`src/rtl/oam_dma.sv`:
```
// rtl/oam_dma.sv - sprite OAM DMA engine: halts the CPU and copies page P (256 bytes) to 16'h2004
//
// Ports:
//   clock      system clock (M2 rate), all state changes on the rising edge
//   RST        asynchronous active-low reset
//   cpu_addr   CPU address for the current cycle
//   cpu_wdata  CPU write data for the current cycle
//   cpu_we     CPU write strobe, qualified by cpu_addr
//   cpu_rw     CPU current-cycle direction (1 = read, 0 = write)
//   bus_rdata  shared data bus read value, sampled on the DMA read cycle
//   rdy        CPU ready (0 = halt CPU)
//   dma_busy   DMA owns the address/data bus this cycle
//   dma_addr   DMA bus address
//   dma_wdata  DMA write data
//   dma_we     DMA write strobe
//
// Build option:
//   OAM_DMA_ALIGN_EN  when defined, an odd parity cycle at DUMMY inserts one ALIGN
//                     idle cycle before the first read; when undefined ALIGN is
//                     unreachable and the parity flop does not exist.

module oam_dma (
  input  logic        clock,
  input  logic        RST,
  input  logic [15:0] cpu_addr,
  input  logic [7:0]  cpu_wdata,
  input  logic        cpu_we,
  input  logic        cpu_rw,
  input  logic [7:0]  bus_rdata,
  output logic        rdy,
  output logic        dma_busy,
  output logic [15:0] dma_addr,
  output logic [7:0]  dma_wdata,
  output logic        dma_we
);

  localparam logic [15:0] TRIG_ADDR = 16'h4014;
  localparam logic [15:0] OAM_DATA  = 16'h2004;

  typedef enum logic [2:0] {
    S_IDLE,
    S_HALT,
    S_DUMMY,
    S_ALIGN,
    S_READ,
    S_WRITE
  } state_t;

  state_t     state;
  state_t     state_nxt;
  logic [7:0] idx;
  logic [7:0] page;
  logic [7:0] data_reg;
  logic       trigger;

  // Only IDLE has rdy=1 and dma_busy=0, so restricting the trigger to IDLE
  // also ignores CPU writes while the CPU is halted or the DMA owns the bus.
  assign trigger = (state == S_IDLE) && cpu_we && (cpu_addr == TRIG_ADDR);

`ifdef OAM_DMA_ALIGN_EN
  logic parity;

  always_ff @(posedge clock or negedge RST) begin
    if (!RST) begin
      parity <= 1'b0;
    end else begin
      parity <= ~parity;
    end
  end
`endif

  always_ff @(posedge clock or negedge RST) begin
    if (!RST) begin
      state    <= S_IDLE;
      idx      <= 8'h00;
      page     <= 8'h00;
      data_reg <= 8'h00;
    end else begin
      state <= state_nxt;
      if (trigger) begin
        page <= cpu_wdata;
      end
      if (state == S_READ) begin
        data_reg <= bus_rdata;
      end
      // idx wraps naturally to 0 after the 256th write
      if (state == S_WRITE) begin
        idx <= idx + 8'd1;
      end
    end
  end

  always_comb begin
    state_nxt = state;
    rdy       = 1'b0;
    dma_busy  = 1'b0;
    dma_addr  = 16'h0000;
    dma_wdata = 8'h00;
    dma_we    = 1'b0;
    case (state)
      S_IDLE: begin
        rdy = 1'b1;
        if (trigger) begin
          state_nxt = S_HALT;
        end
      end
      S_HALT: begin
        // The CPU only stops on a read cycle; its write cycles keep running.
        if (cpu_rw) begin
          state_nxt = S_DUMMY;
        end
      end
      S_DUMMY: begin
        dma_busy = 1'b1;
`ifdef OAM_DMA_ALIGN_EN
        state_nxt = parity ? S_ALIGN : S_READ;
`else
        state_nxt = S_READ;
`endif
      end
      S_ALIGN: begin
        dma_busy  = 1'b1;
        state_nxt = S_READ;
      end
      S_READ: begin
        dma_busy  = 1'b1;
        dma_addr  = {page, idx};
        state_nxt = S_WRITE;
      end
      S_WRITE: begin
        dma_busy  = 1'b1;
        dma_addr  = OAM_DATA;
        dma_wdata = data_reg;
        dma_we    = 1'b1;
        state_nxt = (idx == 8'hFF) ? S_IDLE : S_READ;
      end
      default: begin
        state_nxt = S_IDLE;
      end
    endcase
  end

endmodule

```
`config.mk`:
```
export PLATFORM = sky130hd
export DESIGN_NAME = oam_dma
export DESIGN_NICKNAME = d
export VERILOG_FILES = /design/src/rtl/oam_dma.sv
export SDC_FILE = /design/constraint.sdc
export NUM_CORES = 1
export LEC_CHECK = 0
export CAP_MARGIN = 20
export CORE_MARGIN = 3
export CORE_UTILIZATION = 43
export CTS_CLUSTER_DIAMETER = 50
export DETAILED_ROUTE_END_ITERATION = 16
export PLACE_DENSITY = 0.84
export SETUP_SLACK_MARGIN = 0.02
export SLEW_MARGIN = 20
export SYNTH_ARGS = -nofsm -noshare
export SYNTH_HDL_FRONTEND = slang
export SYNTH_SLANG_ARGS = --single-unit
```
`constraint.sdc`:
```
create_clock -name clock -period 4.7 [get_ports clock]
set_input_delay 0.47 -clock clock [delete_from_list [all_inputs] [get_ports clock]]
set_output_delay 0.47 -clock clock [all_outputs]
set_load 0.1 [all_outputs]
```
==> results of run 1 <==
[placed cells by master, fill, tap and decap left out]
cell / n
xor2_1: 3
nor4b_1: 1
buf_4: 1
nand2_1: 4
nor4_1: 1
o21ai_0: 2
clkbuf_4: 3
nor4bb_1: 1
and4_1: 2
nor3_4: 2
ha_1: 1
nand4_1: 1
nor3b_2: 1
clkbuf_1: 1
clkdlybuf4s50_1: 61
and3b_1: 1
mux2_2: 17
and2_1: 23
dfrtp_1: 27
o311a_1: 1
and3_1: 2
inv_1: 1
nand3_1: 3
buf_2: 1
nand2b_1: 1
nand3_2: 1
nor2_1: 7
xnor2_1: 4
[through the flow]
step | hold WS, ps | total power, mW | area, um2 | utilization
floorplan | 174 | 0.858 | 1320 | -
global placement | 467 | 0.998 | 1960 | 0.694
detailed placement | 481 | 1.01 | 1960 | 0.692
CTS | 151 | 1.11 | 1980 | 0.701
global route | 165 | 1.16 | 1980 | 0.701
finish | 135 | 1.10 | 1980 | 0.701
[layer usage]
metal,global-route usage,vias up,share of wire
met5,0,-,0
li1,-,501,-
met2,0.279,49,0.46
met4,0.0455,0,0.0034
met1,0.213,476,0.42
met3,0.0440,2,0.12
[area by class of cell]
class	instances	area, um2	area share
flip-flops and latches	27	676	0.340
repair buffers	63	623	0.314
multi-input cells	79	617	0.311
well taps	31	38.8	0.0195
clock buffers	4	26.3	0.0132
inverters	1	3.75	0.00189
[cell families (layout without fill, tap and decap cells)]
group	after synthesis	after routing	share of synthesized area
and+or+nand+nor	51	51	0.248
xor gates and xnor gates	7	7	0.0465
buffers and inverters	5	68	0.0228
DFF	27	27	0.513
AOI/OAI and AO/OA	3	3	0.0152
muxes	17	17	0.145
adders and majority gates	1	1	0.00950
[power breakdown]
part	internal, mW	switching, mW	leakage, nW
logic	0.202	0.448	0.507
registers	0.295	0.0581	0.350
clock network	0.0331	0.0638	0.0150
[worst paths after layout]
kind                          start     endpoint  slack (ps)
setup / recovery           state[2]  dma_addr[5]        1420
hold / removal                  RST  data_reg[6]         140
setup reg to reg           state[0]      page[5]        2910
hold reg to reg              idx[7]       idx[7]         490
max in group asynchronous       RST      page[4]        4170
min in group clock           idx[7]       idx[7]         490
[critical path, cell delays in order (launching register included)]
cell,delay (ps)
dfrtp_1,510
nor3b_2,400
buf_4,280
and2_1,160
clkdlybuf4s50_1,1140
==> flow_metrics.py, run 1 <==
metrics = {
    "outcome": {
        "status": "completed",
    },
    "yosys": {
        "synth-async-reset-ratio": 1.00,
        "synth_fp_nets": 148,
        "synth_cells": 111,
        "syn_area_um2": 1320,
        "synthTopCellsByCount": "dfrtp_1 (27), and2_1 (23), mux2_2 (17), nor2_1 (7)",
        "syn_area_per_cell_um2": 11.9,
        "ys_types": 26,
        "ys_top_cells_by_area": "dfrtp_1 (51%), mux2_2 (15%), and2_1 (11%), xnor2_1 (2.7%), nor3_4 (2.5%)",
        "ys_seq_area_frac": 0.513,
        "synth-seq-cells": 27,
        "yosys_warnings": 0,
        "synth_edf_count": 0,
        "yosys_most_used_dff": "dfrtp_1",
        "yosysMostFrequentCell": "dfrtp_1",
        "synth_top_cell_area_share": 0.513,
        "synth_largest_area_cell": "dfrtp_1",
    },
    "final_layout": {
        "fin_cells": 205,
        "fillCellCount": 232,
        "antenna_cells": 0,
        "drive_gt1_frac": 0.149,
        "syn_to_final_growth_pct": 50.6,
        "nNetsFinal": 212,
    },
    "placed_design": {
        "gp_congestion": 0.694,
        "io_buffers": 62,
        "dp_cells": 201,
        "dp_hpwl_um": 2280,
        "dp_slack_ps": 1750,
    },
    "clock_network": {
        "clock_latency_ps": 310,
        "path_clk_slew_ps": 140,
        "cts_hold_buf": 0,
        "cts_resized": 0,
        "cts_buffers": 3,
        "cts_root_buffer": "clkbuf_4",
        "max-clock-path-buffers": 2,
        "cts_max_level": 1,
        "postCtsSetupBuffers": 0,
        "cts_tree": "done",
        "clock_sinks": 27,
    },
    "routing": {
        "firstDrtPassIters": 3,
        "wl_per_cell_um": 14.2,
        "ant_nets": 0,
        "vias_per_cell": 5.01,
        "drc": 0,
        "drt-total-wl_um": 2910,
        "drt_iter0_drc": 3,
        "routed-via-count": 1028,
    },
    "global_route": {
        "antenna_found_initial": 0,
        "grt_pass1_vias": 1051,
        "grt.total_usage": 0.166,
        "overflow": 0,
        "grt_first_pass_wirelength_um": 4640,
        "grt_start_max_net_pins": 28,
    },
    "setup_path": {
        "critPathKind": "flip-flop to primary output",
        "crit_arrival_ps": 2810,
        "reg2reg_depth": 4,
        "path_max_fanout": 15,
        "cp-start-kind": "flip-flop",
        "cp-end-kind": "primary output",
        "critPathRequiredTime_ps": 4230,
    },
    "sta": {
        "max-slew-margin-rel": 0.340,
        "hold_viol": 0,
        "fmax_ghz": 0.305,
        "final.setup_skew_ps": 7.22,
        "finalCriticalPeriod_ps": 3280,
        "worst_slew_pin_slew_ps": 988,
        "final-max-slew-violation-count": 0,
        "setup_slack_ps": 1420,
        "fin_crit_sh": 0.698,
        "setup_viol": 0,
        "rsz0062_at_grt": "no",
        "setup_tns_ps": 0,
    },
    "job": {
        "cap_violations": 0,
    },
    "floorplan": {
        "die_w_um": 61.4,
        "row_count": 19,
        "initial_utilization": 0.466,
        "fp.dieH_um": 61.4,
        "ios": 63,
        "core_um2": 2830,
        "die-area_um2": 3760,
    },
    "power": {
        "ir_drop_uv": 467,
        "leakagePower_nw": 0.872,
        "cellPowerDensity_nw_per_um2": 554,
    },
    "min_path": {
        "hp-class": "input pin to async pin",
    },
}
Note: power is estimated with default switching activity, not from simulation.
==> run 2: changes to the inputs <==
--- a/config.mk
+++ b/config.mk
@@ -7,10 +7,10 @@
 export LEC_CHECK = 0
 export CAP_MARGIN = 20
 export CORE_MARGIN = 3
-export CORE_UTILIZATION = 43
+export CORE_UTILIZATION = 40
 export CTS_CLUSTER_DIAMETER = 50
 export DETAILED_ROUTE_END_ITERATION = 16
-export PLACE_DENSITY = 0.84
+export PLACE_DENSITY = 0.79
 export SETUP_SLACK_MARGIN = 0.02
 export SLEW_MARGIN = 20
 export SYNTH_ARGS = -nofsm -noshare
==> constraint.sdc (replaced) <==
create_clock -name clock -period 3.2 [get_ports clock]
set_input_delay 0.32 -clock clock [delete_from_list [all_inputs] [get_ports clock]]
set_output_delay 0.32 -clock clock [all_outputs]
set_load 0.1 [all_outputs]
==> flow_metrics.py, run 2 (synthesis gave the netlist of run 1 again) <==
metrics = {
    "setup_path": {
        "slowest_delay_ps": 610,
        "path_max_fanout": 12,
        "critPathTopFamily": "simple AND/OR/NAND/NOR gates",
        "critPathMostFrequentCell": "buf_4",
        "cp-end-kind": "primary output",
        "crit_buf_inv": 2,
        "cp-start-kind": "flip-flop",
        "critPathRequiredTime_ps": 2880,
        "crit_arrival_ps": 2180,
        "critPathKind": "flip-flop to primary output",
        "critPathSlowestCell": "nor3b_2",
        "cp_cell_sequence": "nor3b_2 -> buf_4 -> and2_1 -> buf_4",
    },
    "sta": {
        "max-slew-margin-rel": 0.558,
        "worst_slew_pin_slew_ps": 660,
        "rsz0062_at_grt": "no",
        "final-max-slew-violation-count": 0,
        "fin_crit_sh": 0.782,
        "hold_viol": 0,
        "setup_tns_ps": 0,
        "fmax_ghz": 0.400,
        "final.setup_skew_ps": 5.60,
        "whs_ps": 354,
        "finalCriticalPeriod_ps": 2500,
        "setup_viol": 0,
    },
    "placed_design": {
        "dp_hpwl_um": 2410,
        "io_buffers": 62,
        "gp_congestion": 0.781,
    },
    "min_path": {
        "hp-class": "input pin to async pin",
    },
    "routing": {
        "wl_per_cell_um": 13.7,
        "firstDrtPassIters": 4,
        "routed-via-count": 1010,
        "drt-total-wl_um": 3000,
        "ant_nets": 0,
        "drt_iter0_drc": 35,
        "drc": 0,
        "vias_per_cell": 4.61,
    },
    "clock_network": {
        "cts_root_buffer": "clkbuf_4",
        "cts_resized": 0,
        "cts_tree": "done",
        "cts_hold_buf": 0,
        "clock_latency_ps": 320,
        "cts_max_level": 1,
        "cts_buffers": 3,
        "postCtsSetupBuffers": 0,
        "clock_sinks": 27,
        "max-clock-path-buffers": 2,
        "path_clk_slew_ps": 140,
    },
    "final_layout": {
        "nNetsFinal": 213,
        "mostFrequentLayoutCell": "clkdlybuf4s50_1",
        "drive_gt1_frac": 0.303,
        "mostFrequentLayoutCells": "clkdlybuf4s50_1 (35), buf_4 (29), dfrtp_1 (27), and2_1 (23), mux2_2 (17)",
        "syn_to_final_growth_pct": 47.7,
        "antenna_cells": 0,
    },
    "power": {
        "cellPowerDensity_nw_per_um2": 821,
        "seqPwrFrac": 0.322,
        "p_sw_mw": 0.842,
        "clkPwrFrac": 0.092,
        "power.share.switching": 0.527,
        "ir_drop_uv": 456,
        "intPower_mw": 0.756,
        "leakagePower_nw": 0.928,
        "power_frac_comb": 0.586,
    },
    "global_route": {
        "grt.total_usage": 0.163,
        "antenna_found_initial": 0,
        "grt_start_max_net_pins": 28,
        "overflow": 0,
        "grt_first_pass_wirelength_um": 5240,
        "grt_pass1_vias": 1098,
    },
    "floorplan": {
        "die-area_um2": 4020,
        "ios": 63,
        "fp.dieH_um": 63.4,
        "initial_utilization": 0.425,
        "die_w_um": 63.4,
        "core_um2": 3100,
        "row_count": 20,
    },
    "job": {
        "cap_violations": 0,
    },
    "outcome": {
        "status": "completed",
    },
}
[run 2: changes by cell type in the layout (fill, tap and decap cells not counted), sizes merged]
cell           previous run  this run
buf                       2        29
clkdlybuf4s50            61        35
[run 2: metal layers]
metal | wire, um | global-route usage | vias up | share of wire
met4 | 28 | 0.0485 | 0 | 0.0093
met2 | 1630 | 0.292 | 20 | 0.54
met1 | 1260 | 0.203 | 480 | 0.42
met3 | 83 | 0.0196 | 2 | 0.028
li1 | - | - | 508 | -
met5 | 0 | 0 | - | 0
[run 2: per-stage QoR]
stage	utilization	cells	instance area [um2]	power [mW]	worst slack, ps
2_1_floorplan	-	111	1320	1.26	284
3_3_place_gp	0.619	215	1920	1.45	1110
3_5_place_dp	0.619	215	1920	1.47	1020
4_1_cts	0.627	219	1950	1.61	661
5_1_grt	0.627	219	1950	1.69	489
6_report	0.627	219	1950	1.60	699
[run 2: power by group through the flow]
stage / logic, mW / registers (mW) / clock network, mW
CTS: 0.947 / 0.515 / 0.152
floorplan: 0.768 / 0.491 / 0
global placement: 0.931 / 0.517 / 0
global route: 0.987 / 0.532 / 0.172
detailed placement: 0.946 / 0.523 / 0
finish: 0.936 / 0.515 / 0.147
[run 2: area by class of cell]
cell class	instances	area, um2
Inverter	1	3.75
Sequential cell	27	676
Fill cell	285	1160
Tap cell	44	55.1
Multi-Input combinational cell	79	617
Timing Repair Buffer	64	568
Clock buffer	4	26.3
[run 2: final timing paths]
path | from | to | slack [ps] | cells past startpoint
setup / recovery | state[2] | dma_addr[14] | 700 | 4
hold / removal | RST | idx[6] | 350 | 2
setup reg to reg | state[2] | data_reg[1] | 1330 | 3
hold reg to reg | idx[6] | idx[6] | 510 | 1
max in group asynchronous | RST | page[6] | 2590 | 2
min in group clock | idx[6] | idx[6] | 510 | 1
==> run 3: changes to the inputs <==
==> constraint.sdc (replaced) <==
create_clock -name clock -period 2.35 [get_ports clock]
set_input_delay 0.235 -clock clock [delete_from_list [all_inputs] [get_ports clock]]
set_output_delay 0.235 -clock clock [all_outputs]
set_load 0.1 [all_outputs]
==> flow_metrics.py, run 3 (synthesis gave the netlist of run 1 again) <==
metrics = {
    "placed_design": {
        "io_buffers": 62,
        "dp_cells": 216,
        "post_dp_cell_area_um2": 2210,
        "gp_congestion": 0.732,
        "dp_slack_ps": 269,
        "dp_hpwl_um": 2700,
    },
    "global_route": {
        "grt_start_max_net_pins": 28,
        "overflow": 0,
        "grt.total_usage": 0.172,
        "grt_pass1_vias": 1165,
        "grt_first_pass_wirelength_um": 5370,
        "antenna_found_initial": 0,
    },
    "final_layout": {
        "post-route-util": 0.722,
        "multiInputGateArea_um2": 617,
        "syn_to_final_growth_pct": 70.1,
        "fin_cells": 220,
        "nNetsFinal": 214,
        "regArea_um2": 676,
        "mostFrequentLayoutCell": "clkdlybuf4s50_1",
        "drive_gt1_frac": 0.307,
        "mostFrequentLayoutCells": "clkdlybuf4s50_1 (35), dfrtp_1 (27), and2_1 (23), buf_12 (23), mux2_2 (17)",
        "fillCellCount": 236,
        "fin_area_um2": 2240,
        "antenna_cells": 0,
    },
    "routing": {
        "firstDrtPassIters": 4,
        "routed-via-count": 1052,
        "drc": 0,
        "vias_per_cell": 4.78,
        "ant_nets": 0,
        "drt-total-wl_um": 3250,
        "drt_iter0_drc": 61,
        "wl_per_cell_um": 14.8,
    },
    "setup_path": {
        "path_max_fanout": 14,
        "critPathKind": "flip-flop to primary output",
        "cp-end-kind": "primary output",
        "r2r-start": "state[0]",
        "worstSetupStartpoint": "state[0]",
        "critPathRequiredTime_ps": 2120,
        "crit_arrival_ps": 1870,
        "cp-start-kind": "flip-flop",
    },
    "power": {
        "cellPowerDensity_nw_per_um2": 1060,
        "ir_drop_uv": 630,
        "leakagePower_nw": 0.998,
        "p_total_mw": 2.36,
    },
    "clock_network": {
        "cts_buffers": 3,
        "cts_root_buffer": "clkbuf_4",
        "clock_sinks": 27,
        "cts_hold_buf": 0,
        "cts_resized": 0,
        "path_clk_slew_ps": 140,
        "cts_tree": "done",
        "postCtsSetupBuffers": 0,
        "clock_latency_ps": 330,
        "cts_max_level": 1,
        "max-clock-path-buffers": 2,
    },
    "floorplan": {
        "initial_utilization": 0.425,
        "die-area_um2": 4020,
        "die_w_um": 63.4,
        "core_um2": 3100,
        "ios": 63,
        "row_count": 20,
        "fp.dieH_um": 63.4,
    },
    "sta": {
        "final.setup_skew_ps": 9.03,
        "setup_slack_ps": 247,
        "worst_slew_pin_slew_ps": 514,
        "hold_viol": 0,
        "fin_crit_sh": 0.895,
        "setup_tns_ps": 0,
        "max-slew-margin-rel": 0.658,
        "fmax_ghz": 0.475,
        "whs_ps": 265,
        "final-max-slew-violation-count": 0,
        "setup_viol": 0,
        "rsz0062_at_grt": "no",
        "finalCriticalPeriod_ps": 2100,
    },
    "min_path": {
        "hp-class": "input pin to async pin",
    },
    "job": {
        "cap_violations": 0,
    },
    "outcome": {
        "status": "completed",
    },
}
==> run 3: changes by cell type in the layout (fill, tap and decap cells not counted) <==
cell,previous run,this run
buf_4,29,7
buf_12,0,23
==> run 3: power by group <==
group          switching, mW  internal, mW
Combinational          0.936         0.521
Sequential             0.118         0.589
Clock                  0.133        0.0666
Total                   1.19          1.18
==> run 3: critical path, cell delays in order (launching register included) <==
cell     delay, ps
dfrtp_1        550
and3b_1        550
and2_1         260
buf_12         190
==> run 3: layer usage <==
layer | GRT usage | up-vias | share of wire
met5 | 0 | - | 0
met1 | 0.190 | 518 | 0.36
met4 | 0.0728 | 0 | 0.016
li1 | - | 506 | -
met2 | 0.332 | 23 | 0.59
met3 | 0.0107 | 5 | 0.029
==> run 3: final cells by class <==
type | instances | area share
Tap cell | 44 | 0.0246
Timing Repair Buffer | 65 | 0.385
Clock buffer | 4 | 0.0117
Multi-Input combinational cell | 79 | 0.275
Inverter | 1 | 0.00168
Sequential cell | 27 | 0.302
==> run 3: path summary, 6_finish.rpt <==
| path | cells past startpoint | end | slack (ps) |
|---|---|---|---|
| max in group asynchronous | 2 | page[7] | 1830 |
| min in group clock | 1 | idx[6] | 500 |
| worst min register to register | 1 | idx[6] | 500 |
| worst max-delay path | 3 | dma_wdata[5] | 250 |
| worst max register to register | 4 | idx[5] | 550 |
| worst min-delay path | 2 | idx[6] | 260 |
